--- config.mk ---
export PLATFORM = sky130hd
export DESIGN_NAME = uart_irda_tx_ctrl
export DESIGN_NICKNAME = d
export VERILOG_FILES = /design/src/rtl/uart_irda_tx_ctrl.sv
export SDC_FILE = /design/constraint.sdc
export NUM_CORES = 1
export LEC_CHECK = 0
export ABC_AREA = 1
export CAP_MARGIN = 5
export CORE_MARGIN = 5
export CORE_UTILIZATION = 47
export CTS_CLUSTER_SIZE = 8
export DETAILED_ROUTE_END_ITERATION = 6
export PLACE_DENSITY = 0.72
export SETUP_SLACK_MARGIN = 0.3
export SYNTH_ARGS = -nofsm -noshare
export SYNTH_HDL_FRONTEND = slang
export SYNTH_SLANG_ARGS = --single-unit
--- constraint.sdc ---
create_clock -name clk -period 3.85 [get_ports clk]
set_input_delay 1.155 -clock clk [delete_from_list [all_inputs] [get_ports clk]]
set_output_delay 1.155 -clock clk [all_outputs]
set_load 0.005 [all_outputs]
--- src/rtl/uart_irda_tx_ctrl.sv ---
// uart_irda_tx_ctrl
//   Memory-mapped transmit controller for the serial port. The CPU pushes
//   bytes into a small FIFO. The controller sends them one frame at a time,
//   as UART 8N1 or IrDA SIR. It generates the bit timing, drives the serial
//   line and raises a level interrupt when the transmitter has gone idle.
//
// Ports
//   clk    system clock
//   reset  asynchronous, active-high reset
//   cs     bus chip select
//   we     bus write enable (qualified by cs)
//   addr   register select: 0 DATA, 1 STATUS, 2 CTRL, 3 reserved
//   wdata  bus write data
//   rdata  bus read data, combinational from addr
//   tx     serial output, registered
//   irq    transmit-idle interrupt (irq_en & empty & ~busy)
//
// State | meaning
//   IDLE  | nothing in flight; tx holds the idle level of CTRL.irda_en
//   START | start bit (value 0)
//   DATA  | data bits 0..7, LSB first
//   STOP  | stop bit (value 1); chains straight into START if FIFO non-empty
module uart_irda_tx_ctrl #(
  parameter int CLK_DIV    = 27,
  parameter int FIFO_DEPTH = 4
) (
  input  logic        clk,
  input  logic        reset,
  input  logic        cs,
  input  logic        we,
  input  logic [1:0]  addr,
  input  logic [31:0] wdata,
  output logic [31:0] rdata,
  output logic        tx,
  output logic        irq
);

  localparam int          PW       = $clog2(FIFO_DEPTH);
  localparam logic [15:0] DIV_LAST = 16'(CLK_DIV - 1);
  localparam logic [4:0]  DEPTH    = 5'(FIFO_DEPTH);

  typedef enum logic [1:0] {
    S_IDLE,
    S_START,
    S_DATA,
    S_STOP
  } state_t;

  state_t          state_q, state_d;
  logic [7:0]      mem [FIFO_DEPTH];
  logic [PW-1:0]   wr_ptr_q, rd_ptr_q;
  logic [4:0]      count_q;
  logic            overflow_q;
  logic            irda_en_q, irq_en_q;
  logic            mode_q;
  logic [7:0]      shreg_q;
  logic [2:0]      bit_idx_q;
  logic [15:0]     div_q;
  logic [3:0]      subtick_q;
  logic            tx_q;

  logic            wr_data, wr_status, wr_ctrl;
  logic            empty, full, busy;
  logic            pop, push_ok, push_drop;
  logic            tick, bit_end;
  logic            bit_val, tx_d;
  logic [31:0]     status;
  logic            unused_wdata;

  assign unused_wdata = ^wdata[31:8];

  assign wr_data   = cs & we & (addr == 2'd0);
  assign wr_status = cs & we & (addr == 2'd1);
  assign wr_ctrl   = cs & we & (addr == 2'd2);

  assign empty = (count_q == 5'd0);
  assign full  = (count_q == DEPTH);
  assign busy  = (state_q != S_IDLE);

  // A pop in the same cycle frees a slot, so a push into a full FIFO is
  // still accepted then.
  assign push_ok   = wr_data & (~full | pop);
  assign push_drop = wr_data & full & ~pop;

  assign tick    = (div_q == DIV_LAST);
  assign bit_end = tick & (subtick_q == 4'd15);

  // FIFO storage
  always_ff @(posedge clk) begin
    if (push_ok) begin
      mem[wr_ptr_q] <= wdata[7:0];
    end
  end

  // FIFO pointers, occupancy, sticky overflow
  always_ff @(posedge clk or posedge reset) begin
    if (reset) begin
      wr_ptr_q   <= '0;
      rd_ptr_q   <= '0;
      count_q    <= 5'd0;
      overflow_q <= 1'b0;
    end else begin
      if (push_ok) begin
        wr_ptr_q <= wr_ptr_q + 1'b1;
      end
      if (pop) begin
        rd_ptr_q <= rd_ptr_q + 1'b1;
      end
      if (push_ok && !pop) begin
        count_q <= count_q + 5'd1;
      end else if (pop && !push_ok) begin
        count_q <= count_q - 5'd1;
      end
      if (wr_status) begin
        overflow_q <= 1'b0;
      end else if (push_drop) begin
        overflow_q <= 1'b1;
      end
    end
  end

  // Control register
  always_ff @(posedge clk or posedge reset) begin
    if (reset) begin
      irda_en_q <= 1'b0;
      irq_en_q  <= 1'b0;
    end else if (wr_ctrl) begin
      irda_en_q <= wdata[0];
      irq_en_q  <= wdata[1];
    end
  end

  // FSM state register
  always_ff @(posedge clk or posedge reset) begin
    if (reset) begin
      state_q <= S_IDLE;
    end else begin
      state_q <= state_d;
    end
  end

  // FSM next state, FIFO pop and next tx level
  always_comb begin
    state_d = state_q;
    pop     = 1'b0;
    bit_val = 1'b1;
    tx_d    = 1'b1;

    case (state_q)
      S_IDLE: begin
        if (!empty) begin
          state_d = S_START;
          pop     = 1'b1;
        end
      end
      S_START: begin
        bit_val = 1'b0;
        if (bit_end) begin
          state_d = S_DATA;
        end
      end
      S_DATA: begin
        bit_val = shreg_q[bit_idx_q];
        if (bit_end && bit_idx_q == 3'd7) begin
          state_d = S_STOP;
        end
      end
      S_STOP: begin
        bit_val = 1'b1;
        if (bit_end) begin
          if (!empty) begin
            state_d = S_START;
            pop     = 1'b1;
          end else begin
            state_d = S_IDLE;
          end
        end
      end
      default: begin
        state_d = S_IDLE;
      end
    endcase

    // Idle level follows the live CTRL bit; inside a frame the latched mode
    // decides. IrDA sends a 3/16 high pulse for a zero and nothing for a one.
    if (state_q == S_IDLE) begin
      tx_d = ~irda_en_q;
    end else if (mode_q) begin
      tx_d = ~bit_val & (subtick_q < 4'd3);
    end else begin
      tx_d = bit_val;
    end
  end

  // Frame datapath: shift register, latched mode, bit timing
  always_ff @(posedge clk or posedge reset) begin
    if (reset) begin
      shreg_q   <= 8'd0;
      mode_q    <= 1'b0;
      bit_idx_q <= 3'd0;
      div_q     <= 16'd0;
      subtick_q <= 4'd0;
    end else if (pop) begin
      shreg_q   <= mem[rd_ptr_q];
      mode_q    <= irda_en_q;
      bit_idx_q <= 3'd0;
      div_q     <= 16'd0;
      subtick_q <= 4'd0;
    end else if (busy) begin
      if (tick) begin
        div_q     <= 16'd0;
        subtick_q <= subtick_q + 4'd1;
      end else begin
        div_q <= div_q + 16'd1;
      end
      if (bit_end && state_q == S_DATA) begin
        bit_idx_q <= bit_idx_q + 3'd1;
      end
    end
  end

  // Serial output; reset drives the line to mark immediately
  always_ff @(posedge clk or posedge reset) begin
    if (reset) begin
      tx_q <= 1'b1;
    end else begin
      tx_q <= tx_d;
    end
  end

  assign tx  = tx_q;
  assign irq = irq_en_q & empty & ~busy;

  assign status = {19'd0, count_q, 4'd0, overflow_q, busy, full, empty};

  always_comb begin
    rdata = 32'd0;
    case (addr)
      2'd1:    rdata = status;
      2'd2:    rdata = {30'd0, irq_en_q, irda_en_q};
      default: rdata = 32'd0;
    endcase
  end

endmodule
# After elaboration in Yosys (flattened, before gate mapping)
# Memories as Yosys holds them, arrays and structs flattened. A register that Yosys moved wholly into a read port is not among the register bits.
# Index checks and enable logic that the tools add are counted.
# op_classes
add_sub_neg,7
n_lt_le_gt_ge,2
eq_ne,13
muxes,30
bitwise_logic,17
reduce_logical,18
# ops
operator,count
$mux W16,3
$pmux W13 S2,1
$add A16 B1 Y16 const B,1
$eq A16 B5 Y1 const B,1
$mux W4,3
$reduce_bool A2 Y1,6
$and A1 B1 Y1,11
$mux W1,10
$mux W5,2
$mux W3,3
$mux W2,4
$ne A2 B2 Y1 const B,4
$pmux W2 S4,1
$eq A2 B2 Y1 const B,3
$add A5 B1 Y5 const B,1
$eq A5 B3 Y1 const B,1
$logic_not A5 Y1,1
$not A1 Y1,5
$sub A5 B1 Y5 const B,1
$add A2 B1 Y2 const B,2
$add A4 B1 Y4 const B,1
$eq A2 B1 Y1 const B,2
$eq A4 B4 Y1 const B,1
$logic_and A1 B1 Y1,4
11 further kinds,15
# word_totals
reg_bits,39
mem_bits_rw,32
input_bits,38
output_inout_bits,34
mem_count,1
# mem_list
name,words,word_bits,read_ports,rd_clocked_by_memory_dff,wr,line,rtl
mem,4,8,1,1,1,50,logic [7:0] mem [FIFO_DEPTH];

# Longest topological paths before layout
# Gate-level depths: netlist of the first run.
# logic_depth
word_depth,10
ltp_mapped,20

# Least setup slack after synthesis of the first run
# Ideal clock, no wire load.
# synth_timing
path_kind,input-to-reg
startpoint,input port addr[0]
endpoint,register count_q[4]
setup_time_ns,0.079
arrival_time_ns,2.932
t_required_ns,3.771
setup_slack_ns,0.839
cell_stages,14
path_buffers,0
cell_sequence,inv_1 ha_1 nand3_1 inv_1 nand2_1 inv_1 ha_1 inv_1 ha_1 a21o_1 o21ai_0 nand2_1 nor2_1 xor2_1
# synth_via
elab_chain_len,6
word_cells_on_any_way,8
# synth_lines
item,line,rtl
start: declaration,31,"input logic [1:0] addr,"
$logic_not A2 Y1 *,72,assign wr_data = cs & we & (addr == 2'd0);
$and A1 B1 Y1 *,72,
$and A1 B1 Y1 *,82,assign push_ok = wr_data & (~full | pop);
via push_ok,64,"logic pop, push_ok, push_drop;"
$logic_not A1 Y1,111,end else if (pop && !push_ok) begin
$logic_and A1 B1 Y1,111,
$reduce_bool A2 Y1 (no line),n/a,
end signal: assignment,110,count_q <= count_q + 5'd1;
end signal: assignment,112,count_q <= count_q - 5'd1;
end: declaration,52,logic [4:0] count_q;
# Mark *: on every way through the listed nets, which the timed path passes. The rest lies on a longest branch.
# A chain may end at the register's enable or synchronous reset.

# Final worst setup path of the first run
# layout_timing
startpoint,input port addr[1]
endpoint,output port rdata[12]
# layout_via
elab_chain_len,2
word_cells_on_any_way,3
# layout_lines
item,line,rtl
$eq A2 B2 Y1 or $eq A2 B1 Y1 (tied branches),238,case (addr)
$pmux W13 S2 *,238,
end: declaration,33,"output logic [31:0] rdata,"
# Every way passes the cells marked *; elsewhere a longest branch is shown, timed or not.

==> flow_summary_export.csv, run 1 <==
group,metric,value,unit
critical_path,crit_path_start_kind,"input pin",
power,leakage,2.337,nW
cts,numCtsBuffers,9,
floorplan,dieArea,11440,µm²
detailed_routing,wirelength,8785,µm
hold_path,hp-class,"register to register",
power,pwr-share-clk,0.354,
detailed_routing,drtIter0Drc,221,
final_layout,instances_no_fill,657,
timing,slew_violations,0,
logic_synthesis,avgSynthCellArea,8.610,µm²
global_route,grt_start_max_net_pins,48,
cts,clock_path_buffers,2,
critical_path,worstSetupPathType,"input pin to output pin",
logic_synthesis,syn_inst,513,
detailed_routing,wl_per_cell,13.37,µm
final_layout,n_antenna_cell,0,
logic_synthesis,yosys_warnings,0,
floorplan,start_util,0.4803,
power,power.internal,1.343,mW
power,fin_total_pwr,1.867,mW
detailed_routing,dr.pass1.iters,4,
power,powerDensity,378.1,nW/µm²
final_layout,drive_above_1_share,0.07143,
timing,worst_pin_slew,978.4,ps
detailed_routing,vias,3358,
global_route,gr-usage-all-layers,0.1635,
cts,cts_tree,"yes",
logic_synthesis,syn_area,4417,µm²
global_route,antenna_found_initial,0,
global_route,overflow,0,
power,pwr-share-comb,0.127,
power,sw_frac_of_total,0.2804,
critical_path,end_kind,"output pin",
global_route,grt_pass1_vias,3318,
floorplan,io_pins,72,
cts,cts.clk_slew.worst_paths,80,ps
logic_synthesis,synth-seq-cells,79,
logic_synthesis,ys_types,34,
outcome,outcome,"finished clean",
logic_synthesis,seq_area_frac_synth,0.4841,
power,netSwitchingPower,0.5235,mW
cts,clk_latency,360,ps
cts,cts_root_buf,"clkbuf_8",
global_route,grt_pass1_wl,15150,µm
final_layout,layout_common_cells,"92 x nand2_1, 71 x nor2_1, 57 x inv_1, 46 x dfrtp_1, 36 x o21ai_0",
timing,setup_viol,0,
final_layout,layout_commonest_cell,"nand2_1",
critical_path,worstPathMaxFanout,6,
timing,finalClockSkew,9.320,ps
timing,post-route-min-period,3485,ps
critical_path,rrSetupSlack,710,ps
timing,finalHoldViolCount,0,
floorplan,floorplan.die.height,106.9,µm
detailed_routing,via_per_inst,5.111,
flow_run,maxCapViolCount,0,
floorplan,fp-row-count,35,
timing,fin_crit_sh,0.9051,
power,power_frac_seq,0.520,
timing,rsz0062_at_grt,"false",
cts,h-tree-depth,3,
place,dpl.cell_count,640,
detailed_routing,drt.antenna.violating_nets,0,
final_layout,fin_nets,600,
timing,fmax,287.0,MHz
floorplan,die_x,106.9,µm
final_layout,area_growth_syn_to_layout,11.78,%
timing,relSlewSlack,0.3468,
place,routabilityCongestion,0.9077,
final_layout,postLayoutCoreUtil,0.5369,
detailed_routing,drc_errors,0,
floorplan,coreArea,9196,µm²
cts,ctsHoldBuffers,0,
place,io_buffers,24,
cts,cts.sinks,79,
place,dp_hpwl,6042,µm
critical_path,worstPathArrival,2330,ps
critical_path,required,2690,ps
power,vdd_drop_max,0.3620,mV
[layer usage]
layer,vias to the layer above,share of wire,global-route usage
li1,1698,-,-
met5,-,0,0
met4,0,0.022,0.05936
met1,1575,0.46,0.2101
met3,15,0.034,0.03793
met2,70,0.48,0.2702
[stage by stage]
| step | setup slack (ps) | hold slack, ps | area, µm² | setup TNS (ps) |
|---|---|---|---|---|
| after floorplan | 839.0 | 443.7 | 4499 | 0 |
| after global routing | 304.2 | 508.1 | 4937 | 0 |
| after CTS | 321.8 | 489.8 | 4920 | 0 |
| after detailed placement | -5.713 | 467.2 | 4690 | -5.713 |
| after global placement | 5.839 | 465.7 | 4690 | 0 |
| final | 365.2 | 486.7 | 4937 | 0 |
[cells in the mapped netlist]
cell type	instances	area [µm²]
nand2_1	92	345.3
nor2_1	71	266.5
inv_1	59	221.5
dfrtp_1	46	1151
o21ai_0	36	180.2
nand3_1	33	165.2
edfxtp_1	32	960.9
buf_4	24	180.2
ha_1	20	250.2
xor2_1	14	122.6
nand4_1	13	81.33
nand3b_1	10	75.07
nor3_1	10	50.05
a21oi_1	9	45.04
clkbuf_1	8	30.03
o32ai_1	8	70.07
o211ai_1	5	37.54
buf_2	4	20.02
a21o_1	2	15.01
buf_6	2	22.52
nand2_2	2	12.51
a31oi_1	1	6.260
and3_1	1	6.260
buf_1	1	3.750
clkinv_1	1	3.750
conb_1	1	3.750
dfstp_2	1	26.28
fa_1	1	20.02
inv_2	1	3.750
nand2_4	1	11.26
nor2_2	1	6.260
nor3b_1	1	7.510
or2_2	1	6.260
xnor2_1	1	8.760
[area by class of cell]
cell class                      count  area (µm²)
Clock buffer                        9       123.9
Clock inverter                      7       86.33
Fill cell                         823        4259
Inverter                           61       229.0
Multi-Input combinational cell    356        1896
Sequential cell                    79        2138
Tap cell                          111       138.9
Timing Repair Buffer               34       325.3
[cells by family after synthesis]
logic type | after synthesis | share of synthesized area
and+or+nand+nor | 236 | 0.2340
buffers and inverters | 100 | 0.1099
DFF | 79 | 0.4841
AOI/OAI and AO/OA | 61 | 0.08017
adders and majority gates | 21 | 0.06119
xor gates and xnor gates | 15 | 0.02975
other | 1 | 0.0008490
[critical path: stages]
cell	delay (ps)
dlygate4sd2_1	250
inv_2	80
ha_4	150
buf_6	110
nand2_1	50
inv_1	50
clkdlybuf4s50_1	490
[power by group through the flow]
stage	clock network [mW]	registers [mW]	logic, mW
after floorplan	0	0.975	0.178
after global placement	0	0.985	0.225
after detailed placement	0	0.989	0.235
after CTS	0.672	0.971	0.238
after global routing	0.716	0.981	0.273
final	0.660	0.971	0.236
[state kept, by name, indices dropped and copies added, names as in the netlist]
signal	cells
mem	32
div_q	16
shreg_q	8
count_q	5
subtick_q	4
bit_idx_q	3
rd_ptr_q	2
state_q	2
wr_ptr_q	2
irda_en_q	1
irq_en_q	1
mode_q	1
overflow_q	1
tx	1
[final timing paths]
check	start	cells past startpoint	endpoint
worst max-delay path	addr[1]	7	rdata[12]
worst min-delay path	shreg_q[2]	2	shreg_q[2]
worst max register to register	div_q[0]	18	count_q[4]
worst min register to register	shreg_q[2]	2	shreg_q[2]
max in group asynchronous	reset	2	div_q[7]
min in group asynchronous	reset	2	wr_ptr_q[1]
[what timing repair did]
item                                    in CTS  in global routing
endpoints found under the setup margin       9                  6
setup buffers                                1                  0
resized for setup                           11                  6
hold endpoints to repair                     0                  0
Note: power is estimated with default switching activity, not from simulation.
==> run 2, diff against run 1 <==
CORE_UTILIZATION = 37   (was 47)
PLACE_DENSITY = 0.59   (was 0.72)
==> run 2 against run 1 <==
Against the previous run: via count down 0.92%; register-to-register slack better by 50 ps; clock-buffer cell count up 1; critical path depth unchanged; largest power group unchanged; highest routed layer unchanged.
==> flow_summary_export.csv, run 2 (synthesized netlist as in run 1, its figures left out) <==
group,metric,value,unit
detailed_routing,via_per_inst,4.787,
cts,cts.clk_slew.worst_paths,60,ps
final_layout,n_antenna_cell,0,
floorplan,io_pins,72,
power,powerDensity,397.3,nW/µm²
timing,fin_crit_sh,0.9074,
hold_path,hold_start,"shreg_q[0]",
detailed_routing,vias,3327,
place,dpl.cell_count,678,
cts,cts_root_buf,"clkbuf_16",
global_route,grt_pass1_wl,15230,µm
critical_path,worstPathMaxFanout,6,
cts,cts.sinks,79,
final_layout,reg.largest.list,"mem: 32 flops, div_q: 16 flops, shreg_q: 8 flops",
critical_path,end_kind,"output pin",
critical_path,r2r_cells,18,
floorplan,dieArea,14220,µm²
final_layout,layout_common_cells,"92 x nand2_1, 71 x nor2_1, 57 x inv_1, 46 x dfrtp_1, 36 x o21ai_0",
timing,rsz0062_at_grt,"false",
timing,fin_tns_setup,0,ps
place,io_buffers,24,
hold_path,hold_end,"shreg_q[0]",
detailed_routing,wl_per_cell,12.53,µm
cts,ctsHoldBuffers,0,
power,netSwitchingPower,0.5339,mW
final_layout,drive_above_1_share,0.06569,
detailed_routing,drt.antenna.violating_nets,0,
floorplan,floorplan.die.height,119.3,µm
final_layout,instances_no_fill,695,
global_route,antenna_found_initial,0,
outcome,outcome,"finished clean",
power,pwr-share-clk,0.396,
power,leakage,2.376,nW
timing,finalHoldViolCount,0,
critical_path,worstSetupPathType,"input pin to output pin",
cts,h-tree-depth,3,
power,power.internal,1.473,mW
timing,setup_viol,0,
floorplan,coreArea,11860,µm²
critical_path,rrSetupSlack,760,ps
final_layout,fin_nets,602,
final_layout,layout_commonest_cell,"nand2_1",
place,dp_hpwl,6153,µm
power,vdd_drop_max,0.3075,mV
hold_path,hold_depth,2,
cts,clk_latency,340,ps
final_layout,regMostFlops,"mem",
critical_path,crit_path_start_kind,"input pin",
final_layout,area_growth_syn_to_layout,14.39,%
final_layout,fillCellCount,1160,
power,pwr-share-comb,0.120,
final_layout,largest_register_ffs,32,
power,power_frac_seq,0.484,
timing,post-route-min-period,3493,ps
detailed_routing,dr.pass1.iters,5,
critical_path,regToRegEndpoint,"count_q[4]",
flow_run,maxCapViolCount,0,
timing,relSlewSlack,0.6242,
power,sw_frac_of_total,0.2660,
place,routabilityCongestion,0.8476,
detailed_routing,drc_errors,0,
critical_path,worstPathArrival,2340,ps
floorplan,fp-row-count,40,
cts,cts_tree,"yes",
floorplan,start_util,0.3724,
timing,worst_pin_slew,563.7,ps
cts,clock_path_buffers,2,
critical_path,required,2690,ps
global_route,overflow,0,
detailed_routing,drtIter0Drc,196,
timing,fmax,286.3,MHz
global_route,grt_pass1_vias,3329,
timing,finalClockSkew,7.566,ps
critical_path,reg2reg_from,"div_q[0]",
global_route,gr-usage-all-layers,0.1317,
floorplan,die_x,119.3,µm
cts,numCtsBuffers,9,
timing,slew_violations,0,
detailed_routing,wirelength,8707,µm
hold_path,hp-class,"register to register",
global_route,grt_start_max_net_pins,42,
## run 2: cell types whose count changed in the layout (fill, tap and decap cells not counted), sizes merged
cell,previous run,this run
inv,65,62
dlygate4sd2,4,5
bufinv,1,0
clkbuf,9,10
clkinv,1,4
clkdlybuf4s15,1,0
buf,10,12
## run 2: repair_timing
action / 4_1_cts / 5_1_grt
hold endpoints to repair: 0 / 0
setup endpoints to repair: 9 / 5
buffers inserted: 0 / 1
resized for setup: 8 / 5
## run 2: routing by layer
metal	vias to the layer above	GRT usage	wire, µm
li1	1696	-	-
met5	-	0	0
met1	1565	0.1684	4161
met4	0	0.06662	187
met2	52	0.2091	4063
met3	14	0.02944	295
## run 2: area by class of cell
| cell class | count | area [µm²] | share of cell area |
|---|---|---|---|
| clock buffers | 10 | 229.0 | 0.04532 |
| clock inverters | 6 | 46.29 | 0.009163 |
| inverters | 61 | 229.0 | 0.04532 |
| multi-input cells | 356 | 1888 | 0.3737 |
| flip-flops and latches | 79 | 2138 | 0.4232 |
| well taps | 147 | 183.9 | 0.03640 |
| repair buffers | 36 | 337.8 | 0.06686 |
## run 2: worst max-delay path by stage
stage,from,end,slack [ps],depth (start not counted)
3_5_place_dp,addr[1],rdata[2],-50,7
5_1_grt,addr[1],rdata[11],310,7
6_report,addr[1],rdata[11],360,7
2_1_floorplan,addr[0],count_q[4],840,14
3_3_place_gp,addr[1],rdata[2],-30,7
4_1_cts,addr[1],rdata[9],310,7
## run 2: critical path: stages
cell and delay [ps]:
dlygate4sd2_1 250, inv_2 80, ha_4 150, buf_6 110, nand2_1 50, inv_1 50, clkdlybuf4s50_1 490
## run 2: per-stage QoR
step | instance area, µm² | setup WS [ps] | power, mW | utilization | hold WS (ps)
floorplan | 4499 | 839.0 | 1.153 | - | 443.7
global placement | 4750 | -31.40 | 1.214 | 0.4004 | 465.5
detailed placement | 4750 | -47.99 | 1.229 | 0.4004 | 466.6
CTS | 5031 | 312.7 | 2.028 | 0.4242 | 483.3
global route | 5052 | 306.2 | 2.113 | 0.4259 | 505.8
finish | 5052 | 356.6 | 2.007 | 0.4259 | 478.6
## run 2: power by group through the flow
stage | combinational (mW) | sequential, mW | clock [mW]
global placement | 0.229 | 0.985 | 0
finish | 0.241 | 0.971 | 0.795
global route | 0.280 | 0.981 | 0.851
detailed placement | 0.242 | 0.986 | 0
CTS | 0.243 | 0.970 | 0.815
floorplan | 0.178 | 0.975 | 0
==> run 3, diff against run 2 <==
CORE_UTILIZATION = 45   (was 37)
PLACE_DENSITY = 0.69   (was 0.59)
==> run 3 against run 2 <==
Against the previous run: register-to-register slack worse by 40 ps; combinational power down 2%; core utilization up 8.3 points; die area down 16%; clock skew up 7.7 ps; global-route usage up 2.9 points; clock power down 21%; sequential power about the same; cell area down 2.4%.
==> flow_summary_export.csv, run 3 (synthesized netlist as in run 1, its figures left out) <==
group,metric,value,unit
outcome,outcome,"finished clean",
cts,h-tree-depth,3,
final_layout,layout_common_cells,"92 x nand2_1, 71 x nor2_1, 57 x inv_1, 46 x dfrtp_1, 36 x o21ai_0",
global_route,grt_pass1_vias,3384,
global_route,grt_pass1_wl,15070,µm
power,netSwitchingPower,0.4995,mW
timing,rsz0062_at_grt,"false",
power,vdd_drop_max,0.2777,mV
critical_path,worstPathArrival,2250,ps
critical_path,worstSetupPathType,"input pin to output pin",
hold_path,hp-class,"register to register",
final_layout,drive_above_1_share,0.06947,
floorplan,dieArea,11900,µm²
final_layout,regMostFlops,"mem",
final_layout,area_growth_syn_to_layout,11.67,%
detailed_routing,drt.antenna.violating_nets,0,
power,power_frac_seq,0.530,
timing,fmax,293.8,MHz
floorplan,die_x,109.1,µm
timing,fin_crit_sh,0.8840,
place,io_buffers,24,
global_route,antenna_found_initial,0,
place,dp_hpwl,6101,µm
critical_path,cp-endpoint,"rdata[1]",
timing,setup_viol,0,
cts,cts_tree,"yes",
critical_path,reg2reg_from,"div_q[0]",
critical_path,crit_path_start_kind,"input pin",
detailed_routing,drtIter0Drc,152,
critical_path,rrSetupSlack,720,ps
final_layout,postLayoutCoreUtil,0.5093,
final_layout,fin_nets,601,
detailed_routing,vias,3365,
cts,clock_path_buffers,2,
floorplan,fp-row-count,36,
place,routabilityCongestion,0.8873,
timing,post-route-min-period,3403,ps
critical_path,end_kind,"output pin",
timing,worst_pin_slew,959.0,ps
detailed_routing,dr.pass1.iters,4,
final_layout,n_antenna_cell,0,
detailed_routing,wirelength,8595,µm
flow_run,maxCapViolCount,0,
final_layout,reg.largest.list,"mem: 32 flops, div_q: 16 flops, shreg_q: 8 flops",
global_route,gr-usage-all-layers,0.1609,
floorplan,floorplan.die.height,109.1,µm
detailed_routing,drc_errors,0,
cts,ctsHoldBuffers,0,
floorplan,coreArea,9684,µm²
critical_path,crit_path_start,"addr[1]",
critical_path,regToRegEndpoint,"count_q[4]",
critical_path,worstPathMaxFanout,2,
final_layout,fin_area,4932,µm²
cts,cts.sinks,79,
timing,slew_violations,0,
final_layout,largest_register_ffs,32,
cts,cts_root_buf,"clkbuf_8",
power,pwr-share-comb,0.128,
power,powerDensity,371.0,nW/µm²
final_layout,layout_commonest_cell,"nand2_1",
global_route,grt_start_max_net_pins,48,
timing,finalClockSkew,15.31,ps
place,dpl_cell_area,4717,µm²
power,sw_frac_of_total,0.2730,
timing,relSlewSlack,0.3597,
floorplan,start_util,0.4561,
global_route,overflow,0,
cts,numCtsBuffers,9,
power,power.internal,1.330,mW
critical_path,r2r_cells,18,
critical_path,required,2690,ps
power,leakage,2.318,nW
cts,clk_latency,360,ps
cts,cts.clk_slew.worst_paths,80,ps
detailed_routing,via_per_inst,4.949,
floorplan,io_pins,72,
detailed_routing,wl_per_cell,12.64,µm
timing,finalHoldViolCount,0,
power,pwr-share-clk,0.342,
-- run 3: cell count changes in the layout (fill, tap and decap cells not counted), sizes merged --
cell           before  now
bufinv              0    1
clkdlybuf4s50      15   13
clkinv              4    3
clkinvlp            1    0
dlygate4sd2         5    8
dlymetal6s2s        4    2
inv                62   63
-- run 3: worst min path at each step --
stage | start | endpoint | cells after the start
6_report | shreg_q[7] | shreg_q[7] | 2
5_1_grt | shreg_q[6] | shreg_q[6] | 2
4_1_cts | shreg_q[6] | shreg_q[6] | 2
3_5_place_dp | shreg_q[6] | shreg_q[6] | 2
3_3_place_gp | shreg_q[0] | shreg_q[0] | 2
2_1_floorplan | shreg_q[1] | shreg_q[1] | 2
-- run 3: per-layer routing --
metal,global-route usage,part of all wire,vias to the layer above
met2,0.2719,0.49,60
met4,0.06763,0.023,0
met1,0.1951,0.44,1591
met3,0.04026,0.040,18
li1,-,-,1696
met5,0,0,-
-- run 3: what timing repair did --
| item | in CTS | in global routing |
|---|---|---|
| setup endpoints to repair | 9 | 3 |
| setup buffers | 2 | 0 |
| pin swaps | 1 | 0 |
| resized for setup | 15 | 4 |
-- run 3: layout make-up --
class,count,area [µm²]
Fill cell,902,4752
Sequential cell,79,2138
Multi-Input combinational cell,356,1886
Timing Repair Buffer,35,316.6
Inverter,61,229.0
Tap cell,133,166.4
Clock buffer,10,127.6
Clock inverter,6,68.82
-- run 3: through the flow --
stage	setup TNS [ps]	instances	total power, mW	hold slack, ps	setup WS (ps)
2_1_floorplan	0	535	1.153	443.7	839.0
3_3_place_gp	-63.12	662	1.211	465.9	-45.11
3_5_place_dp	-63.34	662	1.228	469.1	-36.61
4_1_cts	0	680	1.854	492.7	322.2
5_1_grt	0	680	1.926	508.0	347.9
6_report	0	680	1.830	487.6	446.6
-- run 3: power groups by stage --
stage / Clock (mW) / Sequential, mW / Combinational [mW]
final: 0.626 / 0.970 / 0.235
after global placement: 0 / 0.986 / 0.225
after detailed placement: 0 / 0.988 / 0.240
after CTS: 0.649 / 0.970 / 0.235
after global routing: 0.676 / 0.979 / 0.271
after floorplan: 0 / 0.975 / 0.178
-- run 3: critical path: stages --
cell           delay, ps
dlygate4sd2_1        240
inv_2                 50
buf_4                120
ha_1                 260
inv_1                 60
a21oi_2              110
dlygate4sd2_1        250
